===== src/rtl/microtile_out_monitor_pkg.sv =====
// mon_pkg: shared constants and types for the microtile uo_out monitor.
//   DEPTH_DEF   - default event FIFO depth (entries, power of two, 2..16)
//   STAMP_W_DEF - default timestamp counter width
//   DATA_W      - width of the observed tile bus
//   PTR_W_DEF   - FIFO pointer width for the default depth
//   entry_t     - FIFO entry layout {data, stamp} at the default stamp width
package mon_pkg;

  localparam int DEPTH_DEF   = 4;
  localparam int STAMP_W_DEF = 8;
  localparam int DATA_W      = 8;
  localparam int PTR_W_DEF   = $clog2(DEPTH_DEF);

  typedef struct packed {
    logic [DATA_W-1:0]      data;
    logic [STAMP_W_DEF-1:0] stamp;
  } entry_t;

  // Pointer width for an arbitrary depth; a depth of 2 still needs one bit.
  function automatic int ptr_w(input int depth);
    return (depth <= 2) ? 1 : $clog2(depth);
  endfunction

endpackage


===== src/rtl/microtile_out_monitor_if.sv =====
// Read-side bus of the monitor event FIFO (first-word-fall-through).
//   rd_valid - head entry available          (master -> slave)
//   rd_ready - consumer accepts head entry   (slave  -> master)
//   rd_data  - captured uo value of the head (master -> slave)
//   rd_stamp - timestamp of the head         (master -> slave)
interface microtile_out_monitor_if
  import mon_pkg::*;
#(
  parameter int STAMP_W = STAMP_W_DEF
) ();

  logic               rd_valid;
  logic               rd_ready;
  logic [DATA_W-1:0]  rd_data;
  logic [STAMP_W-1:0] rd_stamp;

  modport master (output rd_valid, output rd_data, output rd_stamp, input rd_ready);
  modport slave  (input rd_valid, input rd_data, input rd_stamp, output rd_ready);

endinterface


===== src/rtl/microtile_out_monitor_fifo.sv =====
// mon_fifo: small first-word-fall-through FIFO.
//   clk, rst   - clock, asynchronous active-high reset
//   push_i     - write wdata_i (accepted when not full, or when popping)
//   pop_i      - drop head entry (ignored when empty)
//   wdata_i    - entry to write
//   rdata_o    - raw head storage (qualify with empty_o / count_o)
//   full_o, empty_o, count_o - occupancy status
module mon_fifo
  import mon_pkg::*;
#(
  parameter int DEPTH = DEPTH_DEF,
  parameter int W     = DATA_W + STAMP_W_DEF,
  localparam int PW   = ptr_w(DEPTH),
  localparam int CW   = $clog2(DEPTH) + 1
) (
  input  logic          clk,
  input  logic          rst,
  input  logic          push_i,
  input  logic          pop_i,
  input  logic [W-1:0]  wdata_i,
  output logic [W-1:0]  rdata_o,
  output logic          full_o,
  output logic          empty_o,
  output logic [CW-1:0] count_o
);

  logic [W-1:0]  mem_q [DEPTH];
  logic [PW-1:0] wr_ptr_q, wr_ptr_d;
  logic [PW-1:0] rd_ptr_q, rd_ptr_d;
  logic [CW-1:0] count_q, count_d;
  logic          push_ok, pop_ok;

  assign full_o  = (count_q == CW'(DEPTH));
  assign empty_o = (count_q == '0);
  assign count_o = count_q;
  assign rdata_o = mem_q[rd_ptr_q];

  // A push into a full FIFO is still taken when the head leaves this cycle.
  assign pop_ok  = pop_i & ~empty_o;
  assign push_ok = push_i & (~full_o | pop_ok);

  // DEPTH is a power of two, so pointers wrap by natural overflow.
  always_comb begin
    wr_ptr_d = wr_ptr_q;
    rd_ptr_d = rd_ptr_q;
    count_d  = count_q;
    if (push_ok) wr_ptr_d = wr_ptr_q + PW'(1);
    if (pop_ok)  rd_ptr_d = rd_ptr_q + PW'(1);
    case ({push_ok, pop_ok})
      2'b10:   count_d = count_q + CW'(1);
      2'b01:   count_d = count_q - CW'(1);
      default: count_d = count_q;
    endcase
  end

  always_ff @(posedge clk or posedge rst) begin
    if (rst) begin
      wr_ptr_q <= '0;
      rd_ptr_q <= '0;
      count_q  <= '0;
    end else begin
      wr_ptr_q <= wr_ptr_d;
      rd_ptr_q <= rd_ptr_d;
      count_q  <= count_d;
    end
  end

  // Storage needs no reset: contents are only visible while count is nonzero.
  always_ff @(posedge clk) begin
    if (push_ok) mem_q[wr_ptr_q] <= wdata_i;
  end

endmodule


===== src/rtl/microtile_out_monitor.sv =====
// microtile_out_monitor: watches an asynchronous tile uo_out bus, queues each
// change together with a free-running timestamp, and exposes the queue on a
// FWFT read interface.
//   clk, rst - clock, asynchronous active-high reset
//   uo_in    - tile uo_out bus (asynchronous to clk)
//   enable   - 1 = queue change events, 0 = track changes without queueing
//   clr_ovf  - synchronous clear of overflow
//   overflow - sticky: an event was dropped because the FIFO was full
//   rd       - read interface (rd_valid/rd_ready/rd_data/rd_stamp)
module microtile_out_monitor
  import mon_pkg::*;
#(
  parameter int DEPTH   = DEPTH_DEF,
  parameter int STAMP_W = STAMP_W_DEF
) (
  input  logic                    clk,
  input  logic                    rst,
  input  logic [DATA_W-1:0]       uo_in,
  input  logic                    enable,
  input  logic                    clr_ovf,
  output logic                    overflow,
  microtile_out_monitor_if.master rd
);

  localparam int CW = $clog2(DEPTH) + 1;

  // Same layout as mon_pkg::entry_t, sized for this instance's stamp width.
  typedef struct packed {
    logic [DATA_W-1:0]  data;
    logic [STAMP_W-1:0] stamp;
  } ent_t;

  logic [DATA_W-1:0]  s1_q, s2_q, last_q;
  logic [STAMP_W-1:0] stamp_q, stamp_d;
  logic               ovf_q, ovf_d;

  logic               evt, push, pop, ovf_set;
  logic               fifo_full, fifo_empty;
  logic [CW-1:0]      fifo_cnt;
  ent_t               wr_ent, head;

  // Two-flop synchronizer, change tracker and timestamp counter. last follows
  // s2 unconditionally, so changes seen while disabled are absorbed and do not
  // reappear as events once enable returns.
  always_ff @(posedge clk or posedge rst) begin
    if (rst) begin
      s1_q    <= '0;
      s2_q    <= '0;
      last_q  <= '0;
      stamp_q <= '0;
      ovf_q   <= 1'b0;
    end else begin
      s1_q    <= uo_in;
      s2_q    <= s1_q;
      last_q  <= s2_q;
      stamp_q <= stamp_d;
      ovf_q   <= ovf_d;
    end
  end

  assign stamp_d = stamp_q + STAMP_W'(1);
  assign evt     = (s2_q != last_q);
  assign push    = evt & enable;
  assign pop     = rd.rd_ready & ~fifo_empty;
  assign wr_ent  = '{data: s2_q, stamp: stamp_q};

  // Drop only when full and the head is not leaving in the same cycle;
  // a set beats a simultaneous clear.
  assign ovf_set = push & fifo_full & ~pop;
  always_comb begin
    ovf_d = ovf_q;
    if (ovf_set)      ovf_d = 1'b1;
    else if (clr_ovf) ovf_d = 1'b0;
  end
  assign overflow = ovf_q;

  mon_fifo #(
    .DEPTH (DEPTH),
    .W     (DATA_W + STAMP_W)
  ) u_fifo (
    .clk     (clk),
    .rst     (rst),
    .push_i  (push),
    .pop_i   (pop),
    .wdata_i (wr_ent),
    .rdata_o (head),
    .full_o  (fifo_full),
    .empty_o (fifo_empty),
    .count_o (fifo_cnt)
  );

  // Head fields read as zero whenever nothing is queued (including in reset).
  assign rd.rd_valid = ~fifo_empty;
  assign rd.rd_data  = (fifo_cnt != '0) ? head.data  : '0;
  assign rd.rd_stamp = (fifo_cnt != '0) ? head.stamp : '0;

endmodule


===== src/flat_wrapper.sv =====
// flat-port wrapper written by rule: the top's interface ports become plain ports
module microtile_out_monitor_flat import mon_pkg::*;
#(
  parameter int DEPTH   = DEPTH_DEF,
  parameter int STAMP_W = STAMP_W_DEF
)
  (clk, rst, uo_in, enable, clr_ovf, overflow, rd_rd_valid, rd_rd_data, rd_rd_stamp, rd_rd_ready);
  microtile_out_monitor_if #(.STAMP_W(STAMP_W)) rd_i ();
  input  logic clk;
  input  logic rst;
  input  logic [DATA_W-1:0] uo_in;
  input  logic enable;
  input  logic clr_ovf;
  output logic overflow;
  output wire logic [$bits(rd_i.rd_valid)-1:0] rd_rd_valid;
  output wire logic [$bits(rd_i.rd_data)-1:0] rd_rd_data;
  output wire logic [$bits(rd_i.rd_stamp)-1:0] rd_rd_stamp;
  input wire logic [$bits(rd_i.rd_ready)-1:0] rd_rd_ready;
  assign rd_rd_valid = rd_i.rd_valid;
  assign rd_rd_data = rd_i.rd_data;
  assign rd_rd_stamp = rd_i.rd_stamp;
  assign rd_i.rd_ready = rd_rd_ready;
  microtile_out_monitor #(.DEPTH(DEPTH), .STAMP_W(STAMP_W)) u_core (.clk(clk), .rst(rst), .uo_in(uo_in), .enable(enable), .clr_ovf(clr_ovf), .overflow(overflow), .rd(rd_i));
endmodule

===== config.mk =====
export PLATFORM = sky130hd
export DESIGN_NAME = microtile_out_monitor_flat
export DESIGN_NICKNAME = d
export VERILOG_FILES = /design/src/rtl/microtile_out_monitor_pkg.sv /design/src/rtl/microtile_out_monitor_if.sv /design/src/rtl/microtile_out_monitor_fifo.sv /design/src/rtl/microtile_out_monitor.sv /design/src/flat_wrapper.sv
export SDC_FILE = /design/constraint.sdc
export NUM_CORES = 1
export LEC_CHECK = 0
export BUFFER_PORTS_ARGS = -buffer_cell sky130_fd_sc_hd__buf_4
export CORE_ASPECT_RATIO = 0.9
export CORE_UTILIZATION = 59
export DETAILED_ROUTE_END_ITERATION = 16
export GPL_TIMING_DRIVEN = 0
export PLACE_DENSITY = 0.79
export SETUP_SLACK_MARGIN = 0.5
export SLEW_MARGIN = 0
export SYNTH_ARGS = -nofsm -noshare
export SYNTH_HDL_FRONTEND = slang
export SYNTH_SLANG_ARGS = --single-unit

===== constraint.sdc =====
create_clock -name clk -period 2.8 [get_ports clk]
set_clock_uncertainty 0.1 [all_clocks]
set_input_delay 0.28 -clock clk [delete_from_list [all_inputs] [get_ports clk]]
set_output_delay 0.28 -clock clk [all_outputs]
set_load 0.02 [all_outputs]

==> qor.csv <==
stage,metric,value,unit
setup_path,worst-path fanout max,7,
setup_path,"delay-heaviest family, CP",simple AND/OR/NAND/NOR gates,
floorplanning,Die W,89.0,um
routing,# DRC,0,
logic_synthesis,Netlist Area Pre-Place,0.00402,sq mm
floorplanning,Core Area,0.00659,sq mm
routing,Routed Antenna Nets,0,
timing,final setup violation count,0,
finish,# diodes,0,
power,worst ir drop on vdd,0.477,mV
floorplanning,die area,0.00714,sq mm
global_routing,largest net degree at the start of global routing,41,
run,Max-Cap Viols,0,
finish,Fillers,393,
global_routing,GRT Residual Overflow,0,
floorplanning,site row count,28,
finish,share of post-route cells with drive strength above 1,39.0,%
clock_tree,number of clock sinks,104,
logic_synthesis,Cells after Synth,222,
finish,Layout Utilization,73.4,%
logic_synthesis,"count leader, synth",edfxtp_1,
logic_synthesis,synth unique cells,36,
routing,Pre-Repair DR Iteration Count,4,
global_routing,GRT Total Usage,20.3,%
clock_tree,H-tree depth,3,
timing,RSZ-0062 raised after global routing,true,
clock_tree,Max Root-Sink Buffers,2,
timing,slew margin rel.,43.3,%
logic_synthesis,Synth top area share,47.9,%
clock_tree,CTS tree,done,
outcome,failing checks,hold timing,
power,power density over the cells,966,mW/mm^2
finish,post-route cell area,0.00483,sq mm
global_routing,initial antenna violation count,0,
setup_path,CP Capture Type,flop,
floorplanning,I/O pins,31,
logic_synthesis,number of synthesized flops with an enable pin,64,
timing,fin crit share,80.1,%
logic_synthesis,"Top FF cell, synth",edfxtp_1,
routing,Routed WL,6.34,mm
finish,Layout area overhead,20.3,%
clock_tree,CTS buffer count,9,
logic_synthesis,synthesized flop and latch total,104,
setup_path,Setup crit start kind,flop,
placement,HPWL after detailed placement,3.83,mm
outcome,outcome,"complete, but fails checks",
timing,WHS,-13.8,ps
setup_path,CP required,2960,ps
finish,Nets,301,
timing,Max Slew Vio Count,0,
timing,Max Fclk,446,MHz
routing,DR vias,2004,
clock_tree,worst-skew pair later-pin latency,350,ps
logic_synthesis,"Avg Cell Area, Syn",18.1,sq um
timing,Tmin final,2240,ps
placement,RePlAce Congestion,0.803,
logic_synthesis,synth cell count leaders,"edfxtp_1, dfrtp_1, and2_1, mux4_2, xnor2_1",
setup_path,Crit path arrival time,2410,ps
clock_tree,root buf cell,clkbuf_8,
setup_path,CP max-delay cell,fa_2,
setup_path,cell mode on critical path,nor2_2,
setup_path,cells along the critical path,"or3_4, clkbuf_8, nand2_2, nor2_2, fa_2, nor2_2, o21ai_1, nor4b_4",
placement,DP Area,0.00435,sq mm
routing,DR WL/cell,16.8,um
logic_synthesis,synth top area cells,"edfxtp_1, dfrtp_1, mux4_2, xnor2_1, and2_1",
global_routing,number of global-route vias before repair,2041,
placement,Buffers on Ports,29,
floorplanning,initial core utilization,61.0,%
routing,Vias/cell,5.32,
timing,Slew @ Worst Pin,851,ps
logic_synthesis,"area leader, netlist",edfxtp_1,
clock_tree,Worst-path clk slew,100,ps
floorplanning,Die H,80.3,um
timing,TNS Setup,0,ps
logic_synthesis,sequential area share after synthesis,72.8,%
logic_synthesis,Ys Warns,0,
worst_hold_path,HP Class,in2async,
timing,Fin. Hold Viols,34,
setup_path,CP Class,reg2reg,
setup_path,Buf/Inv on CP,1,
setup_path,CP max stage delay,570,ps
power,Leak Pwr,0.00186,uW
routing,Iter 0 DRT Violations,93,
logic_synthesis,Mapped Nets,241,
logic_synthesis,asr flop ratio synth,38.5,%
global_routing,first-pass GRT wire length,10.1,mm
per-stage QoR:
| stage | instances | setup WS, ps | hold WS [ps] | power [uW] |
|---|---|---|---|---|
| 4_1_cts | 376 | 486 | 22.8 | 4680 |
| 3_5_place_dp | 341 | 260 | 236 | 3670 |
| 5_1_grt | 377 | 457 | 61.4 | 4930 |
| 3_3_place_gp | 341 | 298 | 231 | 3620 |
| 6_report | 377 | 558 | -13.8 | 4670 |
| 2_1_floorplan | 222 | 511 | 211 | 3130 |
cell families (layout without fill, tap and decap cells):
family	count (synthesis)	count (layout)	share of synthesized area, %
AOI/OAI and AO/OA	14	14	2.71
muxes	17	17	9.25
and+or+nand+nor	48	48	7.32
buffers and inverters	15	80	1.96
xor gates and xnor gates	18	18	3.93
adders and majority gates	6	6	2.06
DFF	104	104	72.8
layout by cell type, fill, tap and decap left out, types with 4 or more instances in the layout:
| master | Yosys | layout |
|---|---|---|
| clkbuf_8 | 0 | 12 |
| edfxtp_1 | 64 | 64 |
| dlygate4sd3_1 | 0 | 9 |
| inv_1 | 6 | 5 |
| dfrtp_2 | 0 | 10 |
| ha_1 | 5 | 5 |
| xnor2_1 | 15 | 9 |
| buf_4 | 1 | 41 |
| nand3_1 | 5 | 5 |
| mux4_2 | 16 | 16 |
| and2_1 | 16 | 16 |
| xnor2_2 | 0 | 6 |
| nor2_1 | 7 | 5 |
| dfrtp_1 | 40 | 30 |
| nand2_1 | 5 | 4 |
flip-flops by register name, summed over array words and instances (netlist names):
name	flops
u_core.u_fifo.wr_ptr_q	2
u_core.last_q	8
u_core.stamp_q	8
u_core.u_fifo.count_o	3
u_core.u_fifo.rd_ptr_q	2
u_core.overflow	1
u_core.s2_q	8
u_core.u_fifo.mem_q	64
u_core.s1_q	8
worst register-to-register path, cell delays in order (launching register included):
cell and delay (ps):
dfrtp_2 480, or3_4 390, clkbuf_8 150, nand2_2 80
nor2_2 40, fa_2 570, nor2_2 50, o21ai_1 110
nor4b_4 190
metal layers:
layer  vias up  wire (um)  track usage (%)
met5         -          0                0
met4         0         46             8.10
met3         4        219             4.42
met2        38       3200             31.5
met1      1014       2870             28.4
li1        948          -                -
area by class of cell:
| class | count | area [sq um] | share of cell area (%) |
|---|---|---|---|
| tap | 90 | 113 | 2.33 |
| sequential | 104 | 2940 | 60.7 |
| buffer | 9 | 103 | 2.12 |
| timing repair buffer | 49 | 390 | 8.08 |
| inverter | 6 | 22.5 | 0.466 |
| clock buffer | 10 | 138 | 2.85 |
| multi-input combinational | 103 | 1080 | 22.4 |
| clock inverter | 6 | 48.8 | 1.01 |
path summary, 6_finish.rpt:
kind / start / end / slack [ps] / cells after the start
min in group clk: rd_rd_ready / u_core.u_fifo.rd_ptr_q[0] / 180 / 3
max in group asynchronous: rst / u_core.s2_q[0] / 2040 / 2
worst min-delay path: rst / u_core.s2_q[7] / -10 / 2
worst max register to register: u_core.u_fifo.count_o[1] / u_core.u_fifo.count_o[1] / 560 / 8
worst min register to register: u_core.s1_q[7] / u_core.s2_q[7] / 260 / 0
worst max-delay path: u_core.u_fifo.count_o[1] / u_core.u_fifo.count_o[1] / 560 / 8
repair_timing:
action	4_1_cts	5_1_grt
gates resized for setup	23	16
gates cloned	0	0
hold endpoints to repair	9	0
setup buffers	10	1
pin swaps	3	2
hold buffers	9	0
setup endpoints to repair	75	72
power by group:
group / internal, uW / total [uW] / switching, uW / leakage, uW
Clock: 360 / 864 / 504 / 0.0000942
Sequential: 1900 / 2000 / 97.8 / 0.00106
Combinational: 910 / 1810 / 897 / 0.000706
Total: 3170 / 4670 / 1500 / 0.00186
Power figures use the tool's default switching activity.
